File: config.mk
export PLATFORM = sky130hd
export DESIGN_NAME = serial_full_adder_seq_flat
export DESIGN_NICKNAME = d
export VERILOG_FILES = /design/src/rtl/serial_full_adder_seq_if.sv /design/src/rtl/serial_full_adder_seq.sv /design/src/flat_wrapper.sv
export SDC_FILE = /design/constraint.sdc
export NUM_CORES = 1
export LEC_CHECK = 0
export ABC_CLOCK_PERIOD_IN_PS = 1200
export BUFFER_PORTS_ARGS = -buffer_cell sky130_fd_sc_hd__buf_2
export CORE_UTILIZATION = 47
export DETAILED_ROUTE_END_ITERATION = 6
export GPL_TIMING_DRIVEN = 0
export HOLD_SLACK_MARGIN = 0.05
export PLACE_DENSITY = 0.79
export SLEW_MARGIN = 20
export SYNTH_ARGS = -nofsm -noshare
export SYNTH_HDL_FRONTEND = slang
export SYNTH_SLANG_ARGS = --single-unit
File: constraint.sdc
create_clock -name clk -period 1.2 [get_ports clk]
set_input_delay 0.06 -clock clk [delete_from_list [all_inputs] [get_ports clk]]
set_output_delay 0.06 -clock clk [all_outputs]
set_load 0.05 [all_outputs]
File: src/rtl/serial_full_adder_seq_if.sv
// ---------------------------------------------------------------------------
// serial_full_adder_seq_if
//
// Groups the operand/result bus and the start/done handshake of the bit-serial
// adder so the requester and the adder connect through a single port.
//
// Handshake: the master raises start with A, B and carry_in stable; the
// request is taken on the first rising edge where ready=1 (start is ignored
// while ready=0). Y and carry_out are valid in the single cycle where done=1
// and keep that value until the next accepted start. en=0 freezes an
// operation that is in progress without consuming a bit.
//
// Signals
//   start     master->slave  request, sampled only while ready=1
//   en        master->slave  bit-step enable
//   A, B      master->slave  operands, captured on the accepted start edge
//   carry_in  master->slave  initial carry, captured with A/B
//   ready     slave->master  high in IDLE and DONE
//   busy      slave->master  high in RUN
//   Y         slave->master  sum, modulo 2^WIDTH
//   carry_out slave->master  bit WIDTH of the true sum
//   done      slave->master  one-cycle result-valid pulse
// ---------------------------------------------------------------------------
interface serial_full_adder_seq_if #(
  parameter int WIDTH = 8
);
  logic             start;
  logic             en;
  logic [WIDTH-1:0] A;
  logic [WIDTH-1:0] B;
  logic             carry_in;
  logic             ready;
  logic             busy;
  logic [WIDTH-1:0] Y;
  logic             carry_out;
  logic             done;

  modport master (
    output start, en, A, B, carry_in,
    input  ready, busy, Y, carry_out, done
  );

  modport slave (
    input  start, en, A, B, carry_in,
    output ready, busy, Y, carry_out, done
  );
endinterface

File: src/rtl/serial_full_adder_seq.sv
// ---------------------------------------------------------------------------
// serial_full_adder_seq
//
// Bit-serial ripple adder: computes A + B + carry_in over WIDTH enabled clock
// cycles, one full-adder bit per cycle, LSB first. A single full-adder slice
// works on the low bits of two right-shifting operand registers; the carry is
// held in a register between steps and the sum bits shift into Y from the MSB
// end, so after WIDTH steps Y holds the complete sum.
//
// Ports
//   clk        rising-edge clock
//   rst_n      asynchronous active-low reset; aborts any operation
//   bus        slave side of serial_full_adder_seq_if (handshake + operands)
//   state_dbg  current FSM state (0=IDLE, 1=RUN, 2=DONE)
//
// Parameter
//   WIDTH      operand/sum width, legal range 2..32
//
// Timing with en held high: edge E0 accepts start, edges E1..EWIDTH consume
// bits 0..WIDTH-1, done is high in the cycle after EWIDTH. Every en=0 cycle
// in RUN adds one cycle. A start accepted in DONE begins the next operation
// with no idle cycle. All outputs come straight from flops.
// ---------------------------------------------------------------------------
module serial_full_adder_seq #(
  parameter int WIDTH = 8
) (
  input  logic                   clk,
  input  logic                   rst_n,
  serial_full_adder_seq_if.slave bus,
  output logic [1:0]             state_dbg
);

  localparam int CW = $clog2(WIDTH);
  localparam logic [CW-1:0] LAST_BIT = CW'(WIDTH - 1);

  typedef enum logic [1:0] {
    IDLE = 2'd0,
    RUN  = 2'd1,
    DONE = 2'd2
  } state_t;

  state_t state_q;
  state_t state_d;

  // Datapath registers
  logic [WIDTH-1:0] sa_q;
  logic [WIDTH-1:0] sb_q;
  logic             c_q;
  logic [CW-1:0]    cnt_q;

  // Output registers
  logic [WIDTH-1:0] y_q;
  logic             carry_out_q;
  logic             ready_q;
  logic             busy_q;
  logic             done_q;

  // Control decodes
  logic accept;
  logic step;
  logic last_step;

  // Full-adder slice on the current LSBs
  logic sum_bit;
  logic carry_next;

  assign sum_bit    = sa_q[0] ^ sb_q[0] ^ c_q;
  assign carry_next = (sa_q[0] & sb_q[0]) | (c_q & (sa_q[0] ^ sb_q[0]));

  // -------------------------------------------------------------------------
  // FSM: next state and control decodes
  // -------------------------------------------------------------------------
  always_comb begin
    state_d   = state_q;
    accept    = 1'b0;
    step      = 1'b0;
    last_step = 1'b0;
    case (state_q)
      IDLE, DONE: begin
        // DONE never lingers: it either starts the next job or drops to IDLE.
        if (bus.start) begin
          accept  = 1'b1;
          state_d = RUN;
        end else begin
          state_d = IDLE;
        end
      end
      RUN: begin
        // start is deliberately not looked at here.
        if (bus.en) begin
          step = 1'b1;
          if (cnt_q == LAST_BIT) begin
            last_step = 1'b1;
            state_d   = DONE;
          end
        end
      end
      default: begin
        state_d = IDLE;
      end
    endcase
  end

  always_ff @(posedge clk or negedge rst_n) begin
    if (!rst_n) begin
      state_q <= IDLE;
    end else begin
      state_q <= state_d;
    end
  end

  // Status outputs are registered from the next state so they line up with
  // the state they describe and carry no combinational path from inputs.
  always_ff @(posedge clk or negedge rst_n) begin
    if (!rst_n) begin
      ready_q <= 1'b1;
      busy_q  <= 1'b0;
      done_q  <= 1'b0;
    end else begin
      ready_q <= (state_d != RUN);
      busy_q  <= (state_d == RUN);
      done_q  <= (state_d == DONE);
    end
  end

  // -------------------------------------------------------------------------
  // Datapath
  // -------------------------------------------------------------------------
  always_ff @(posedge clk or negedge rst_n) begin
    if (!rst_n) begin
      sa_q        <= '0;
      sb_q        <= '0;
      c_q         <= 1'b0;
      cnt_q       <= '0;
      y_q         <= '0;
      carry_out_q <= 1'b0;
    end else if (accept) begin
      // Y is left alone on purpose: it keeps the previous result until the
      // new sum bits overwrite it.
      sa_q        <= bus.A;
      sb_q        <= bus.B;
      c_q         <= bus.carry_in;
      cnt_q       <= '0;
      carry_out_q <= 1'b0;
    end else if (step) begin
      sa_q  <= sa_q >> 1;
      sb_q  <= sb_q >> 1;
      c_q   <= carry_next;
      y_q   <= {sum_bit, y_q[WIDTH-1:1]};
      cnt_q <= cnt_q + 1'b1;
      if (last_step) begin
        carry_out_q <= carry_next;
      end
    end
  end

  assign bus.ready     = ready_q;
  assign bus.busy      = busy_q;
  assign bus.done      = done_q;
  assign bus.Y         = y_q;
  assign bus.carry_out = carry_out_q;
  assign state_dbg     = state_q;

endmodule

File: src/flat_wrapper.sv
// flat-port wrapper written by rule: the top's interface ports become plain ports
module serial_full_adder_seq_flat 
#(
  parameter int WIDTH = 8
)
  (clk, rst_n, state_dbg, bus_start, bus_en, bus_A, bus_B, bus_carry_in, bus_ready, bus_busy, bus_Y, bus_carry_out, bus_done);
  serial_full_adder_seq_if #(.WIDTH(WIDTH)) bus_i ();
  input  logic clk;
  input  logic rst_n;
  output logic [1:0] state_dbg;
  input wire logic [$bits(bus_i.start)-1:0] bus_start;
  input wire logic [$bits(bus_i.en)-1:0] bus_en;
  input wire logic [$bits(bus_i.A)-1:0] bus_A;
  input wire logic [$bits(bus_i.B)-1:0] bus_B;
  input wire logic [$bits(bus_i.carry_in)-1:0] bus_carry_in;
  output wire logic [$bits(bus_i.ready)-1:0] bus_ready;
  output wire logic [$bits(bus_i.busy)-1:0] bus_busy;
  output wire logic [$bits(bus_i.Y)-1:0] bus_Y;
  output wire logic [$bits(bus_i.carry_out)-1:0] bus_carry_out;
  output wire logic [$bits(bus_i.done)-1:0] bus_done;
  assign bus_i.start = bus_start;
  assign bus_i.en = bus_en;
  assign bus_i.A = bus_A;
  assign bus_i.B = bus_B;
  assign bus_i.carry_in = bus_carry_in;
  assign bus_ready = bus_i.ready;
  assign bus_busy = bus_i.busy;
  assign bus_Y = bus_i.Y;
  assign bus_carry_out = bus_i.carry_out;
  assign bus_done = bus_i.done;
  serial_full_adder_seq #(.WIDTH(WIDTH)) u_core (.clk(clk), .rst_n(rst_n), .bus(bus_i), .state_dbg(state_dbg));
endmodule
==> results of run 1 <==
cell families (layout without fill, tap and decap cells):
family	Yosys count	in the layout
simple gates	95	95
flops	34	34
compound gates	11	11
buf+inv	10	84
fa+ha+maj	3	3
mux	1	1
per-layer routing:
layer,track usage [%],share of wire (%)
met3,6.03,5.4
met2,37.6,53
met1,25.0,38
met5,0,0
met4,8.50,3.5
cells in the mapped netlist, drive strengths merged:
cell type,n
nand2b,1
buf,9
nor2,4
nand2,58
a21oi,6
nand3b,2
nand3,25
ha,2
fa,1
dfrtp,33
and2,1
clkbuf,1
o21ai,1
nor2b,1
dfstp,1
and3b,1
a22oi,4
mux2i,1
and4b,2
layout make-up:
class / count / share of cell area (%)
clock buffers: 7 / 2.35
flip-flops and latches: 34 / 36.5
multi-input cells: 110 / 30.2
plain buffers: 9 / 4.65
repair buffers: 67 / 23.8
clock inverters: 1 / 0.214
well taps: 44 / 2.35
power by group through the flow:
stage | logic, mW | registers [mW] | clock network, mW
after floorplan | 0.815 | 2.32 | 0
after global placement | 1.66 | 1.84 | 0
after detailed placement | 1.71 | 1.87 | 0
after CTS | 1.91 | 1.84 | 0.669
after global routing | 2.58 | 1.93 | 0.726
final | 2.37 | 1.89 | 0.668
layout by cell type (no fill, tap or decap), drive strengths merged:
master,count
dfstp,1
and2,1
buf,54
and4b,2
o21ai,1
a22oi,4
a21oi,6
nor2,4
clkinv,1
mux2i,1
and3b,1
dlygate4sd3,18
fa,1
ha,2
nor2b,1
nand3,25
dfrtp,33
nand2b,1
nand2,58
nand3b,2
clkbuf,11
state kept, by name, summed over array words and instances (netlist names):
register              count
u_core.bus.ready          1
u_core.sb_q               8
u_core.sa_q               8
u_core.bus.Y              8
u_core.bus.busy           1
u_core.state_dbg          2
u_core.bus.carry_out      1
u_core.c_q                1
u_core.bus.done           1
u_core.cnt_q              3
path summary, 6_finish.rpt:
path	endpoint	from	slack, ns	cells after the start
max in group asynchronous	u_core.state_dbg[1]	rst_n	0.39	2
min in group asynchronous	u_core.bus.done	rst_n	0.30	2
max	u_core.bus.carry_out	u_core.cnt_q[0]	-0.18	5
max reg2reg	u_core.bus.carry_out	u_core.cnt_q[0]	-0.18	5
min reg2reg	u_core.bus.Y[0]	u_core.bus.Y[0]	0.47	2
min	u_core.bus.done	bus_en	0.07	2
worst max-delay path, delay by kind of cell, from the launching register on:
| kind | cells | cell delay [ns] |
|---|---|---|
| mux | 1 | 0.27 |
| fa+ha+maj | 2 | 0.32 |
| flops | 1 | 0.37 |
| simple gates | 2 | 0.30 |
what timing repair did:
item                                   CTS  global route
setup endpoints to repair                8            27
pin swaps                                5            23
gates resized for setup                  5            52
buffers inserted                         4             6
hold buffers                            18             0
gates cloned                             1             4
endpoints found under the hold margin   50             0
==> parameters.txt, run 1 <==
Parameter                              Value

Worst setup path
  CP endpoint kind    flop
  Data arrival time at the worst-slack endpoint    between 1.5 and 2 ns
  Critical path's largest stage delay    around 0.37 ns
  Critical Path Source Type    flop
  CP required    around 1.4 ns
  CP cell instances    ha_2 -> ha_4 -> and4b_1 -> mux2i_1 -> nor2_1
  Largest fanout on the critical path    3
  Worst Setup Path Type    reg -> reg
  Slowest cell on the critical path    dfrtp_1

Outcome
  Violated checks    negative setup slack
  Outcome    complete, but fails checks

Pwr
  Share of total power consumed by net switching    41.9%
  Fraction of power consumed by sequential logic    about two fifths
  Worst ir drop on vdd    1000 uV
  Clock Power Share    a little over an eighth
  Switch Pwr    about 2.1 mW
  Leakage component of the power    about 1.2 nW
  Power per Cell Area    between 2000 and 2500 mW/mm2
  Design internal power    approximately 2.9 mW
  Combinational cell fraction of total power    48.1%
  Overall power    a little under 5 mW

Synthesis
  Yosys top cell by area    dfrtp_1
  Fraction of the mapped netlist area in adder cells    under 10%
  Total standard cell area after synthesis    about 0.0015 mm2
  Multiplexer area fraction after synthesis    0.675%
  Area fraction in and, or, nand and nor cells after synthesis    28.3%
  Compound-gate portion of the synthesized area    approximately 5.1%
  Yosys warning count    0
  Main combinational cell family by area after synthesis    simple AND/OR/NAND/NOR gates
  Post-synthesis xor/xnor area fraction    0%
  Unique masters post-synth    22
  Area contributors post-synth    dfrtp_1 (56%), nand2_1 (15%), nand3_1 (8.4%), buf_6 (3.0%), a21oi_1 (2.0%)
  Count of state elements after synthesis    34
  Post-synth net total    ~180
  Synthesized instance count    approximately 150
  Top cell type's share of synthesized area    55.6%
  Sequential cell area fraction in the yosys report    between 50% and 60%
  Average cell area after synthesis    about 9.6 um2

Cells and area
  Final Util    77.4%
  Footprint of the multi-input gates    707 um2
  Layout filler cell count    between 150 and 200
  Non-filler instance count after layout    ~270
  Combined flip-flop and latch cell area    855 um2
  Net total in the final layout    251
  Final design instance area without fill    about 0.0023 mm2
  Antenna diode instance count    0
  Layout cell share with drive strength beyond 1    approximately 47%
  Synth-to-layout area growth    57.8%

Timing
  Slew at the pin closest to its max-slew limit    between 0.7 and 0.8 ns
  Worst hold slack after final layout    about 0.067 ns
  Final critical-path setup slack    -0.181 ns
  Time the worst path needs with I/O delays and setup    1.38 ns
  Final number of setup-violating endpoints    23
  Final-layout setup total negative slack    -0.630 ns
  Max Clock Skew    a little over 0.008 ns
  Unrepaired setup endpoints after global routing    yes
  Total count of max-transition violations in the final report    0
  Hold Fails Final Rpt    0
  Fin crit share    115%
  Worst slew margin relative to its limit    between 50 and 60%
  Max Clk Rate    0.724 GHz

Floorplan
  Ports    35
  Floorplan core area    about 0.0030 mm2
  Vertical die dimension    roughly 58 um
  Starting utilization of the core area    between 40% and 50%
  Placement Rows    20
  Die width    between 50 and 60 um
  Die Footprint    approximately 0.0034 mm2

Detailed routing
  Vias    about 1.4k
  First-pass iteration count of the detailed router    4
  Number of violations reported at the end of detailed-routing iteration 0    58
  Post-Route WL    4.02 mm
  Average wire per standard cell    ~15 um
  Number of antenna-violating nets in the routed design    0
  Drt drc    0
  Via density    roughly 5.2

Place
  Worst slack, placed    -0.103 ns
  Gpl congestion    ~0.84
  Cell count after placement    232
  Total placed instance area    about 0.0017 mm2
  Number of buffers inserted by port buffering    34
  Placed wire-length estimate    around 2.1 mm

Global route
  Wire length of the first global-routing pass    about 5.3 mm
  Pin count of the biggest net entering global routing    35
  Combined global-route utilization of all metal layers    approximately 22%
  Vias in the first global route    1230
  Initial antenna violation count    0
  Total grt overflow    0

Hold path
  Class of the worst hold path    in -> reg

CTS
  Worst skew pair latency    between 0.3 and 0.4 ns
  Maximum number of buffers from clock root to sink    2
  TritonCTS clock tree    yes
  Number of buffers inserted during clock tree synthesis    5
  Buffer cell driving the clock tree root    clkbuf_4
  Number of H-tree levels    2
  Clock slew at reported path FFs    approximately 0.10 ns
  Number of clock sinks    34

Flow run
  Reported max-cap violation count    0
(Power assumes the default switching activity.)
==> run 2, diff against run 1 <==
--- a/config.mk
+++ b/config.mk
@@ -12,6 +12,7 @@
 export GPL_TIMING_DRIVEN = 0
 export HOLD_SLACK_MARGIN = 0.05
 export PLACE_DENSITY = 0.79
+export RECOVER_POWER = 50
 export SLEW_MARGIN = 20
 export SYNTH_ARGS = -nofsm -noshare
 export SYNTH_HDL_FRONTEND = slang
==> constraint.sdc (replaced) <==
create_clock -name clk -period 1.2 [get_ports clk]
set_input_delay 0.06 -clock clk [delete_from_list [all_inputs] [get_ports clk]]
set_output_delay 0.06 -clock clk [all_outputs]
set_load 0.005 [all_outputs]
==> run 2 against run 1 <==
  * Clock skew decreased by 0.0019 ns
  * Combinational power down 9.7%
  * Critical path depth rose by 1
  * The run still ends with negative setup slack left
  * Power decreased by 2.7%
==> parameters.txt, run 2 (synthesized netlist as in run 1, its figures left out) <==
Parameter                              Value

Cells and area
  Antenna diode instance count    0
  Layout filler cell count    roughly 180
  Net total in the final layout    250
  Layout cell share with drive strength beyond 1    between 50% and 60%
  Commonest cells after routing, fill and taps aside    buf_2 (32), dfrtp_1 (32), nand2_1 (27)
  Synth-to-layout area growth    65.5%

Floorplan
  Vertical die dimension    58.2 um
  Die width    just under 60 um
  Ports    35
  Placement Rows    20
  Starting utilization of the core area    approximately 49%
  Floorplan core area    between 0.003 and 0.004 mm2
  Die Footprint    0.00339 mm2

Worst setup path
  Critical path's largest stage delay    roughly 0.43 ns
  Largest fanout on the critical path    6
  RR Endpoint    u_core.bus.Y[2]
  CP endpoint kind    flop
  Critical path endpoint    u_core.bus.Y[2]
  Setup crit start    u_core.state_dbg[0]
  Data arrival time at the worst-slack endpoint    approximately 1.6 ns
  R2R Setup Slk    -0.13 ns
  Critical Path Stages    6
  Top cell family by delay on the critical path    buffers and inverters
  CP cell instances    buf_6 -> nand3b_1 -> buf_6 -> clkbuf_16 -> nand2_2 -> nand2_1
  Bufs and invs on worst path    3
  Critical Path Source Type    flop
  Worst Setup Path Type    reg -> reg
  Slowest cell on the critical path    dfrtp_2
  Reg-to-Reg Start    u_core.state_dbg[0]
  CP required    around 1.4 ns
  Register-to-Register Path Depth    6
  Most used cell along the critical path    buf_6

Timing
  Worst slew margin relative to its limit    between 40% and 50%
  Max Clock Skew    ~0.0064 ns
  Max Clk Rate    0.751 GHz
  Total count of max-transition violations in the final report    0
  Hold Fails Final Rpt    0
  Final number of setup-violating endpoints    29
  Final critical-path setup slack    -0.131 ns
  Time the worst path needs with I/O delays and setup    1.33 ns
  Fin crit share    111%
  Worst hold slack after final layout    between 0.09 and 0.1 ns
  Slew at the pin closest to its max-slew limit    between 0.8 and 0.9 ns
  Unrepaired setup endpoints after global routing    yes

Hold path
  Class of the worst hold path    in -> reg

Pwr
  Worst ir drop on vdd    1170 uV
  Combinational cell fraction of total power    44.6%
  Design internal power    slightly below 3 mW
  Leakage component of the power    between 1 and 1.5 nW
  Fraction of power consumed by sequential logic    between 40% and 50%
  Switch Pwr    between 1.5 and 2 mW
  Overall power    4.80 mW
  Power per Cell Area    roughly 2000 mW/mm2
  Clock Power Share    between 10 and 15%
  Share of total power consumed by net switching    between 30% and 40%

CTS
  Number of buffers inserted during clock tree synthesis    5
  Worst skew pair latency    0.34 ns
  TritonCTS clock tree    yes
  Number of H-tree levels    2
  Maximum number of buffers from clock root to sink    2
  Number of clock sinks    34
  Clock slew at reported path FFs    0.10 ns
  Buffer cell driving the clock tree root    clkbuf_4

Place
  Number of buffers inserted by port buffering    34
  Gpl congestion    between 0.7 and 0.8
  Worst slack, placed    -0.128 ns
  Placed wire-length estimate    approximately 2.1 mm

Detailed routing
  Number of violations reported at the end of detailed-routing iteration 0    51
  Vias    about 1.4k
  Average wire per standard cell    15.6 um
  Number of antenna-violating nets in the routed design    0
  Post-Route WL    between 4 and 5 mm
  Drt drc    0
  Via density    between 5 and 6
  First-pass iteration count of the detailed router    4

Outcome
  Outcome    complete, but fails checks
  Violated checks    negative setup slack

Global route
  Initial antenna violation count    0
  Vias in the first global route    between 1k and 1.5k
  Wire length of the first global-routing pass    about 6 mm
  Total grt overflow    0
  Pin count of the biggest net entering global routing    35
  Combined global-route utilization of all metal layers    between 20% and 30%

Flow run
  Reported max-cap violation count    0
## run 2: cell count changes in the layout (fill, tap and decap cells not counted), sizes merged
cell  previous run  this run
buf             54        53
## run 2: what timing repair did
action                     4_1_cts  5_1_grt
hold endpoints to repair        50        0
setup endpoints to repair       17       30
gates resized for setup          8       91
hold buffers                    18        0
pin swaps                        1       37
buffers inserted                 5        4
gates cloned                     1        4
## run 2: per-stage QoR
stage | setup TNS (ns) | std cells | util (%) | area, um2
finish | -2.02 | 271 | 81.1 | 2460
global route | -3.62 | 271 | 81.1 | 2460
CTS | -0.167 | 264 | 67.9 | 2060
detailed placement | -0.558 | 232 | 56.9 | 1720
floorplan | -0.0128 | 154 | - | 1500
global placement | -0.306 | 232 | 56.9 | 1720
## run 2: area by class of cell
cell class	instances	area (um2)	share of cell area, %
buffer	10	128	5.20
clock buffer	7	55.1	2.24
clock inverter	1	5.00	0.204
timing repair buffer	65	517	21.0
multi-input combinational	110	843	34.3
tap	44	55.1	2.24
sequential	34	853	34.7
## run 2: worst reg2reg max path: cells and delay by family (launching register included)
family                 cells  cell delay, ns
flip-flops                 1            0.43
buffers and inverters      3            0.50
AND/OR/NAND/NOR            3            0.31
## run 2: power groups by stage
stage | clock network [mW] | registers [mW] | logic, mW
after floorplan | 0 | 1.83 | 0.797
after global placement | 0 | 1.84 | 1.16
final | 0.667 | 1.99 | 2.14
after global routing | 0.726 | 2.04 | 2.33
after detailed placement | 0 | 1.87 | 1.22
after CTS | 0.679 | 1.86 | 1.43
## run 2: worst min path at each step
stage | startpoint | end | cells after the start
after detailed placement | rst_n | u_core.bus.done | 1
after global routing | bus_en | u_core.bus.done | 2
after floorplan | rst_n | u_core.bus.Y[0] | 0
after global placement | rst_n | u_core.bus.busy | 1
after CTS | bus_en | u_core.bus.done | 2
final | bus_start | u_core.sb_q[4] | 4
## run 2: layer usage
| layer | wire (um) | GRT usage [%] |
|---|---|---|
| met1 | 1730 | 28.3 |
| met2 | 2230 | 42.5 |
| met3 | 183 | 4.91 |
| met4 | 78 | 11.6 |
| met5 | 0 | 0 |
==> run 3, diff against run 2 <==
--- a/config.mk
+++ b/config.mk
@@ -5,11 +5,11 @@
 export SDC_FILE = /design/constraint.sdc
 export NUM_CORES = 1
 export LEC_CHECK = 0
+export ABC_AREA = 1
 export ABC_CLOCK_PERIOD_IN_PS = 1200
 export BUFFER_PORTS_ARGS = -buffer_cell sky130_fd_sc_hd__buf_2
-export CORE_UTILIZATION = 47
+export CORE_UTILIZATION = 48
 export DETAILED_ROUTE_END_ITERATION = 6
-export GPL_TIMING_DRIVEN = 0
 export HOLD_SLACK_MARGIN = 0.05
 export PLACE_DENSITY = 0.79
 export RECOVER_POWER = 50
==> run 3 against run 2 <==
  * The run now ends clean
  * Power down 15%
  * Hold slack worse by 0.042 ns
  * Design area down 12%
  * Maximum frequency up 15%
  * Sequential share of layout area up 4.8 points
  * Die area up 9.1%
  * Final cell count up 10%
  * Critical path depth down 4
  * Flip-flop and latch count unchanged
  * Register-to-register slack better by 0.18 ns
  * Clock power up 0.6%
  * Setup slack better by 0.18 ns
  * Critical path type is now reg -> out
  * Largest cell class unchanged
==> parameters.txt, run 3 <==
Parameter                              Value

Synthesis
  Prevailing post-synth register cell    dfrtp_1
  Total standard cell area after synthesis    ~0.0017 mm2
  Number of enable-type register cells in the synthesized netlist    0
  Most frequent cell after synthesis    nand2_1
  Sequential cell area fraction in the yosys report    around half
  Unique masters post-synth    19
  Count of state elements after synthesis    34
  Share of flip-flops with an asynchronous set or reset    between 90% and 100%
  Yosys warning count    0
  Area contributors post-synth    dfrtp_1 (50%), nand2_1 (20%), nand3_1 (9.7%), buf_6 (3.4%), nand3_2 (3.0%)
  Synthesized instance count    just under 200
  Average cell area after synthesis    8.46 um2
  Most common library cells after synthesis    nand2_1 (87), dfrtp_1 (33), nand3_1 (32)
  Yosys top cell by area    dfrtp_1
  Top cell type's share of synthesized area    roughly half
  Post-synth net total    220

Cells and area
  Layout filler cell count    ~260
  Most frequent standard cell in the layout excluding fill and tap cells    nand2_1
  Antenna diode instance count    0
  Net total in the final layout    roughly 280
  Commonest cells after routing, fill and taps aside    nand2_1 (86), nand3_1 (32), buf_2 (32), dfrtp_1 (32), dlygate4sd3_1 (15)
  Layout cell share with drive strength beyond 1    a little over a quarter
  Final Util    between 60% and 70%
  Synth-to-layout area growth    30.2%

Worst setup path
  Data arrival time at the worst-slack endpoint    1.09 ns
  Reg-to-Reg Start    u_core.cnt_q[0]
  Worst Setup Path Type    reg -> out
  Largest fanout on the critical path    4
  Register-to-Register Path Depth    7
  CP required    between 1 and 1.5 ns
  CP endpoint kind    output pin
  Critical path's largest stage delay    between 0.4 and 0.5 ns
  Bufs and invs on worst path    2
  Critical Path Stages    2
  RR Endpoint    u_core.bus.carry_out
  Top cell family by delay on the critical path    flip-flops
  Critical Path Source Type    flop
  CP cell instances    buf_4 -> buf_2
  Slowest cell on the critical path    dfrtp_2
  R2R Setup Slk    0.05 ns

Timing
  Fin crit share    96.0%
  Hold Fails Final Rpt    0
  Unrepaired setup endpoints after global routing    yes
  Time the worst path needs with I/O delays and setup    about 1.2 ns
  Final number of setup-violating endpoints    0
  Total count of max-transition violations in the final report    0
  Max Clk Rate    between 0.8 and 0.9 GHz
  Max Clock Skew    0.00906 ns
  Worst slew margin relative to its limit    between 40% and 50%
  Slew at the pin closest to its max-slew limit    about 0.8 ns
  Final-layout setup total negative slack    0 ns

Pwr
  Power per Cell Area    1900 mW/mm2
  Leakage component of the power    1.19 nW
  Combinational cell fraction of total power    between 30% and 40%
  Clock Power Share    between 10% and 20%
  Worst ir drop on vdd    ~1000 uV
  Design internal power    2.55 mW
  Share of total power consumed by net switching    a little under two fifths
  Fraction of power consumed by sequential logic    between 40% and 50%
  Switch Pwr    between 1.5 and 2 mW

Outcome
  Outcome    finished, final reports clean

CTS
  Number of buffers inserted during clock tree synthesis    5
  Buffer cell driving the clock tree root    clkbuf_4
  Number of H-tree levels    2
  TritonCTS clock tree    yes
  Number of clock sinks    34
  Worst skew pair latency    0.35 ns
  Maximum number of buffers from clock root to sink    2
  Clock slew at reported path FFs    0.11 ns

Detailed routing
  Via density    around 4.8
  Number of violations reported at the end of detailed-routing iteration 0    slightly above 70
  Vias    approximately 1.4k
  Top Metal Used    met4
  Drt drc    0
  Met3 routed wirelength    171 um
  Post-Route WL    approximately 3.5 mm
  First-pass iteration count of the detailed router    4
  Average wire per standard cell    about 12 um
  Number of antenna-violating nets in the routed design    0
  DRT met1 WL    1.56 mm
  Detailed-routed wire length on met2    around 1.7 mm

Floorplan
  Vertical die dimension    between 60 and 70 um
  Floorplan core area    0.00315 mm2
  Placement Rows    20
  Die width    60.8 um
  Die Footprint    about 0.0037 mm2
  Ports    35
  Starting utilization of the core area    52.6%

Hold path
  Source of the worst hold timing path    bus_A[5]
  Worst Hold End    u_core.sa_q[5]
  Worst hold path depth    5
  Class of the worst hold path    in -> reg

Place
  Gpl congestion    0.763
  Number of buffers inserted by port buffering    34
  Placed wire-length estimate    between 2 and 2.5 mm

Global route
  Initial antenna violation count    0
  Pin count of the biggest net entering global routing    38
  Wire length of the first global-routing pass    roughly 5.4 mm
  Vias in the first global route    about 1.3k
  Total grt overflow    0
  Combined global-route utilization of all metal layers    roughly 21%

Flow run
  Reported max-cap violation count    0
## run 3: cell type report
| type | count | area (um2) | share of cell area, % |
|---|---|---|---|
| well taps | 44 | 55.1 | 2.55 |
| clock inverters | 2 | 12.5 | 0.580 |
| repair buffers | 60 | 425 | 19.7 |
| multi-input cells | 142 | 713 | 33.0 |
| inverters | 11 | 47.5 | 2.20 |
| clock buffers | 6 | 51.3 | 2.38 |
| flip-flops and latches | 34 | 853 | 39.5 |
## run 3: how the worst max path moves through the flow
stage	start	endpoint	slack (ns)
2_1_floorplan	u_core.c_q	u_core.c_q	0.1
4_1_cts	u_core.cnt_q[0]	u_core.bus.busy	0.003
5_1_grt	u_core.cnt_q[0]	u_core.bus.carry_out	-0.01
3_3_place_gp	u_core.cnt_q[0]	u_core.bus.carry_out	0.05
6_report	u_core.state_dbg[0]	state_dbg[0]	0.05
3_5_place_dp	u_core.cnt_q[0]	u_core.bus.busy	0.02
## run 3: tightest hold or removal path, delay by kind of cell
kind / cells / cell delay [ns]
and+or+nand+nor: 4 / 0.22
buffers and inverters: 1 / 0.08
## run 3: power groups by stage
stage / combinational [mW] / sequential (mW) / clock [mW]
global route: 1.82 / 1.88 / 0.738
global placement: 1.34 / 1.82 / 0
CTS: 1.41 / 1.82 / 0.678
finish: 1.59 / 1.83 / 0.671
detailed placement: 1.36 / 1.84 / 0
floorplan: 1.02 / 1.82 / 0
## run 3: kinds of logic (layout without fill, tap and decap cells)
group,count (synthesis),count (layout),synth area share [%]
AO/OA/AOI/OAI,7,7,2.11
adder cells (fa/ha/maj),3,3,2.72
buffers and inverters,21,79,8.38
flip-flops,34,34,51.4
AND/OR/NAND/NOR,131,132,35.4
## run 3: per-layer routing
metal,global-route usage (%),vias up
li1,-,739
met1,27.6,659
met2,31.7,42
met3,5.12,5
met4,9.74,0
met5,0,-
## run 3: through the flow
step | setup slack (ns) | cells | cell area (um2) | hold slack (ns) | total power [mW]
2_1_floorplan | 0.0951 | 196 | 1660 | -0.236 | 2.83
3_3_place_gp | 0.0450 | 271 | 1840 | 0.106 | 3.16
3_5_place_dp | 0.0204 | 271 | 1840 | 0.110 | 3.20
4_1_cts | 0.00322 | 294 | 2050 | 0.0530 | 3.90
5_1_grt | -0.0142 | 299 | 2160 | 0.0704 | 4.44
6_report | 0.0475 | 299 | 2160 | 0.0552 | 4.09
## run 3: repair_timing
item	CTS	global route
hold buffers	15	0
buffers inserted	0	4
gates resized for setup	0	17
setup endpoints to repair	0	31
hold endpoints to repair	49	0
